## src/rtl/rs_encoder.sv

```systemverilog
// Systematic RS(N,K) encoder over GF(2^8): K message symbols pass through, then N-K parity symbols.
// Latency 1 cycle; a single output register stalls the message input and the LFSR while m_valid & !m_ready.
module rs_encoder #(
  parameter int         N         = 255,
  parameter int         K         = 239,
  parameter int         GEN_START = 0,
  parameter logic [8:0] PRIM_POLY = 9'h187
) (
  input  logic       clk,
  input  logic       rst,
  input  logic       s_valid,
  output logic       s_ready,
  input  logic [7:0] s_data,
  output logic       m_valid,
  input  logic       m_ready,
  output logic [7:0] m_data,
  output logic       m_parity,
  output logic       m_last
);

  localparam int NPAR = N - K;
  localparam int CW   = $clog2(N);

  function automatic logic [7:0] gf_mul(input logic [7:0] a, input logic [7:0] b);
    logic [7:0] p;
    logic [7:0] x;
    p = 8'h00;
    x = a;
    for (int i = 0; i < 8; i++) begin
      if (b[i]) p = p ^ x;
      x = {x[6:0], 1'b0} ^ (x[7] ? PRIM_POLY[7:0] : 8'h00);
    end
    return p;
  endfunction

  // Coefficients g[0..NPAR-1] of the monic generator; g[NPAR]=1 is implicit.
  function automatic logic [8*NPAR-1:0] gen_poly();
    logic [8*(NPAR+1)-1:0] g;
    logic [7:0]            root;
    g       = '0;
    g[7:0]  = 8'h01;
    root    = 8'h01;
    for (int e = 0; e < GEN_START; e++) root = gf_mul(root, 8'h02);
    for (int j = 0; j < NPAR; j++) begin
      for (int i = j + 1; i >= 1; i--)
        g[8*i +: 8] = g[8*(i-1) +: 8] ^ gf_mul(root, g[8*i +: 8]);
      g[7:0] = gf_mul(root, g[7:0]);
      root   = gf_mul(root, 8'h02);
    end
    return g[8*NPAR-1:0];
  endfunction

  localparam logic [8*NPAR-1:0] G = gen_poly();

  typedef enum logic {ST_MSG, ST_PAR} state_t;

  state_t          r_state;
  state_t          w_state_nxt;
  logic            r_m_valid;
  logic [7:0]      r_m_data;
  logic            r_m_parity;
  logic            r_m_last;
  logic [CW-1:0]   r_sym_cnt;
  logic [7:0]      r_lfsr [NPAR];
  logic [7:0]      w_lfsr_msg [NPAR];
  logic [7:0]      w_fb;
  logic            w_out_free;
  logic            w_msg_acc;
  logic            w_par_ld;
  logic            w_msg_end;
  logic            w_par_end;

  assign w_out_free = !r_m_valid | m_ready;
  assign w_msg_end  = (r_sym_cnt == CW'(K - 1));
  assign w_par_end  = (r_sym_cnt == CW'(NPAR - 1));

  always_ff @(posedge clk) begin
    if (rst) r_state <= ST_MSG;
    else     r_state <= w_state_nxt;
  end

  always_comb begin
    w_state_nxt = r_state;
    case (r_state)
      ST_MSG:  if (w_msg_acc && w_msg_end) w_state_nxt = ST_PAR;
      ST_PAR:  if (w_par_ld && w_par_end)  w_state_nxt = ST_MSG;
      default: w_state_nxt = ST_MSG;
    endcase
  end

  always_comb begin
    s_ready   = (r_state == ST_MSG) & w_out_free;
    w_msg_acc = s_valid & s_ready;
    w_par_ld  = (r_state == ST_PAR) & w_out_free;
  end

  always_comb begin
    w_fb          = s_data ^ r_lfsr[NPAR-1];
    w_lfsr_msg[0] = gf_mul(w_fb, G[7:0]);
    for (int i = 1; i < NPAR; i++)
      w_lfsr_msg[i] = r_lfsr[i-1] ^ gf_mul(w_fb, G[8*i +: 8]);
  end

  always_ff @(posedge clk) begin
    if (rst) begin
      r_m_valid  <= 1'b0;
      r_m_data   <= 8'h00;
      r_m_parity <= 1'b0;
      r_m_last   <= 1'b0;
      r_sym_cnt  <= '0;
      for (int i = 0; i < NPAR; i++) r_lfsr[i] <= 8'h00;
    end else if (w_msg_acc) begin
      r_m_data   <= s_data;
      r_m_valid  <= 1'b1;
      r_m_parity <= 1'b0;
      r_m_last   <= 1'b0;
      r_sym_cnt  <= w_msg_end ? '0 : r_sym_cnt + CW'(1);
      for (int i = 0; i < NPAR; i++) r_lfsr[i] <= w_lfsr_msg[i];
    end else if (w_par_ld) begin
      r_m_data   <= r_lfsr[NPAR-1];
      r_m_valid  <= 1'b1;
      r_m_parity <= 1'b1;
      r_m_last   <= w_par_end;
      r_sym_cnt  <= w_par_end ? '0 : r_sym_cnt + CW'(1);
      // Shifting with zero feedback drains the remainder; clear explicitly at frame end.
      r_lfsr[0]  <= 8'h00;
      for (int i = 1; i < NPAR; i++) r_lfsr[i] <= w_par_end ? 8'h00 : r_lfsr[i-1];
    end else if (w_out_free) begin
      r_m_valid  <= 1'b0;
    end
  end

  assign m_valid  = r_m_valid;
  assign m_data   = r_m_data;
  assign m_parity = r_m_parity;
  assign m_last   = r_m_last;

endmodule

```

## config.mk

```make
export PLATFORM = sky130hd
export DESIGN_NAME = rs_encoder
export DESIGN_NICKNAME = d
export VERILOG_FILES = /design/src/rtl/rs_encoder.sv
export SDC_FILE = /design/constraint.sdc
export NUM_CORES = 1
export LEC_CHECK = 0
export BUFFER_PORTS_ARGS = -buffer_cell sky130_fd_sc_hd__buf_4
export CAP_MARGIN = 20
export CORE_MARGIN = 4
export CORE_UTILIZATION = 40
export DETAILED_ROUTE_END_ITERATION = 12
export PLACE_DENSITY = 0.61
export RECOVER_POWER = 25
export SYNTH_ARGS = -nofsm -noshare
export SYNTH_HDL_FRONTEND = slang
export SYNTH_SLANG_ARGS = --single-unit
```

## constraint.sdc

```tcl
create_clock -name clk -period 7.1 [get_ports clk]
set_input_delay 1.42 -clock clk [delete_from_list [all_inputs] [get_ports clk]]
set_output_delay 1.42 -clock clk [all_outputs]
set_load 0.1 [all_outputs]
```

==> metrics <==
proportion of synthesized chip area in sequential cells 49.43%; vias in the first global route 6004; most repeated cell in the gate-level netlist after synthesis sky130_fd_sc_hd__edfxtp_1; stage delay of the slowest cell on the critical path 1.66 ns; terminus of the critical flop-to-flop path r_lfsr[0][108]; total vias in the final route 6326; Num CTS Buffers 17; post-placement worst setup slack 2.562 ns; io pins 24; row cnt 53; drc violations 0; depth of the CTS H-tree 4; final antenna diode count 0; ratio of final minimum period to clock period 70.74%; Finished Layout Cells 1134; final-layout setup total negative slack 0 ns; top post-synthesis cells by area sky130_fd_sc_hd__edfxtp_1 45%, sky130_fd_sc_hd__xnor2_1 10%, sky130_fd_sc_hd__o21ai_0 5.4%; WP buf/inv 2; wire length after detailed routing 23.57 mm; arrival time at the worst endpoint 4.93 ns; worst min-delay path endpoint m_data[6]; number of nets in the layout 860; global-route congestion overflow total 0; number of iterations in the first detailed-routing pass 7; Critical Setup Path Class primary input to register; max-capacitance violation count 3; clock tree sinks 148; worst reg2reg setup slack 2.53 ns; layout cells sized above 1 10.36%; number of distinct library cell variants in the gate-level netlist after synthesis 51; number of nets in the synthesized netlist 845; headroom to the max-slew limit -58.64%; post-cts gate resize count 0; prevailing post-synth register cell sky130_fd_sc_hd__edfxtp_1; average wire per standard cell 20.78 um; count of final max-slew check failures 160; status complete, but fails checks; Syn Inst Count 831; starting density of the core 40.71%; global routing usage summed across all routing layers 19.81%; Die W 154.5 um; timing-limited maximum frequency 199.1 MHz; series of cell instances along the critical path clkbuf_4 > nand2b_1 > a21oi_4 > clkbuf_1 > nand2b_4; Post-Route Skew 0.007210 ns; worst r2r src r_state; Reg area 4244 um2; pin slew with the least headroom to its limit 2.380 ns; Synth warnings 0; Max Buffers Root-to-Sink 2; share of the synthesized area in the top cell type 44.77%; cell depth of the worst flop-to-flop path 8; chip height 154.5 um; worst hold margin 0.4962 ns; register bit total from synthesis 148; Post-synth ARST share 0%; cell accounting for the most synthesized area sky130_fd_sc_hd__edfxtp_1; pin count of the biggest net entering global routing 65; violations in the final reports capacitance limit, slew limit; required time worst endpoint 7.01 ns; wire length of the first global-routing pass 36.22 mm; DIE AREA 23870 um2; syn avg cell area 10.33 um2; synthesized cell area 8586 um2; clock tree root driver cell sky130_fd_sc_hd__clkbuf_16; post-route worst setup slack 2.077 ns; area of the core region 21090 um2; average via count per standard cell 5.578; largest fanout on the critical path 64; clk_lat worst skew 0.44 ns; CTS tree yes; startpoint type of the worst setup path primary input; crit path from m_ready; area of combinational cells with multiple inputs 4130 um2; count of endpoints failing hold in the final timing report 0; synthesis-to-finish area growth 13.10%; minimum clock period 5.023 ns; Min-Delay Startpoint m_data[6]; fill cell instance count of the final layout 1933; number of cells on the worst hold path 2; number of enable-type register cells in the synthesized netlist 128; unrepaired setup endpoints after global routing no; final weighted congestion of routability-driven global placement 0.8644; number of setup violations in the final report 0; setup fix buffers added after clock tree synthesis 0; element type at the critical path end register; number of antenna violations at the first check in global routing 0; number of input and output port buffers inserted 23; family of cells with the greatest summed delay on the critical path buffers and inverters; number of hold-repair buffers added at the cts stage 0; dpl cells 1101; type of the tightest min-delay check register to register; initial drt markers 650; final antenna-violating net count 0; slowest cell on the critical path sky130_fd_sc_hd__clkbuf_1; half-perimeter wire length after placement 15.28 mm; clock-pin transition on the worst setup and hold timing paths 0.06 ns; most instantiated cells after synthesis 128 x sky130_fd_sc_hd__edfxtp_1, 98 x sky130_fd_sc_hd__xnor2_1, 92 x sky130_fd_sc_hd__o21ai_0, 82 x sky130_fd_sc_hd__nand2_1, 56 x sky130_fd_sc_hd__nor2_1
state kept, by name (all words and copies together) (netlist names):
register / cells
r_lfsr: 128
m_last: 1
m_parity: 1
m_data: 8
r_state: 1
m_valid: 1
r_sym_cnt: 8
cell families (layout without fill, tap and decap cells):
group | Yosys count | in the layout | share of synthesized area, %
AOI/OAI and AO/OA | 222 | 222 | 15.71
adders and majority gates | 2 | 2 | 0.2914
and+or+nand+nor | 228 | 228 | 12.30
muxes | 5 | 5 | 0.5975
DFF | 148 | 148 | 49.43
buffers and inverters | 70 | 98 | 3.250
xor gates and xnor gates | 156 | 156 | 18.42
worst register-to-register path: cells and delay by family (launching register included):
kind                   cells  cell delay, ns
flip-flops                 1            0.58
AO/OA/AOI/OAI              2            0.24
AND/OR/NAND/NOR            3            1.09
buffers and inverters      3            2.50
layout make-up:
type,instances,share of cell area [%]
tap,275,3.543
multi-input combinational,613,42.53
inverter,21,0.8118
clock inverter,8,0.5154
sequential,148,43.71
timing repair buffer,45,3.028
clock buffer,24,5.863
routing by layer:
layer	vias to the layer above	track usage (%)	routed length [um]	part of all wire, %
met5	-	0	0	0
met4	0	4.247	258	1.1
met3	23	5.288	1859	7.9
met2	226	30.39	10870	46
met1	3057	28.35	10580	45
li1	3020	-	-	-
cells in the final DEF (no fill, tap or decap), types with 6 or more instances in the layout:
cell type                   Yosys  layout
sky130_fd_sc_hd__nand2_1       82      82
sky130_fd_sc_hd__a22o_1         6       6
sky130_fd_sc_hd__edfxtp_1     128     128
sky130_fd_sc_hd__o211ai_1      12      12
sky130_fd_sc_hd__o21ai_0       92      91
sky130_fd_sc_hd__a211oi_1       8       8
sky130_fd_sc_hd__clkbuf_16      0      22
sky130_fd_sc_hd__a21oi_1       43      41
sky130_fd_sc_hd__xnor2_1       98      93
sky130_fd_sc_hd__xnor3_1        8       8
sky130_fd_sc_hd__or3_1         27      27
sky130_fd_sc_hd__xnor2_2        5      10
sky130_fd_sc_hd__xor2_1        40      40
sky130_fd_sc_hd__inv_1         21      21
sky130_fd_sc_hd__nor3_1         9       8
sky130_fd_sc_hd__nand2b_1      15      13
sky130_fd_sc_hd__o31ai_1       33      33
sky130_fd_sc_hd__clkbuf_1      41      13
sky130_fd_sc_hd__nor2_1        56      56
sky130_fd_sc_hd__nand3_1       17      17
sky130_fd_sc_hd__buf_4          3      29
sky130_fd_sc_hd__dfxtp_1       20      20
sky130_fd_sc_hd__o22ai_1        9       9
worst max-delay path by stage:
stage	endpoint	slack (ns)	cells after the start
2_1_floorplan	s_ready	2.79	3
3_3_place_gp	r_lfsr[0][74]	2.60	8
3_5_place_dp	r_lfsr[0][104]	2.56	8
4_1_cts	r_lfsr[0][70]	3.01	8
5_1_grt	r_lfsr[0][40]	1.79	6
6_report	r_lfsr[0][68]	2.08	5
metrics by stage:
| step | utilization, % | cell area, um2 |
|---|---|---|
| 4_1_cts | 46.26 | 9754 |
| 3_5_place_dp | 43.32 | 9135 |
| 3_3_place_gp | 43.32 | 9135 |
| 5_1_grt | 46.05 | 9711 |
| 6_report | 46.05 | 9711 |
| 2_1_floorplan | - | 8586 |
Power is not shown: default switching activity piles up to over one toggle a cycle in this logic, so the estimate is an artifact.
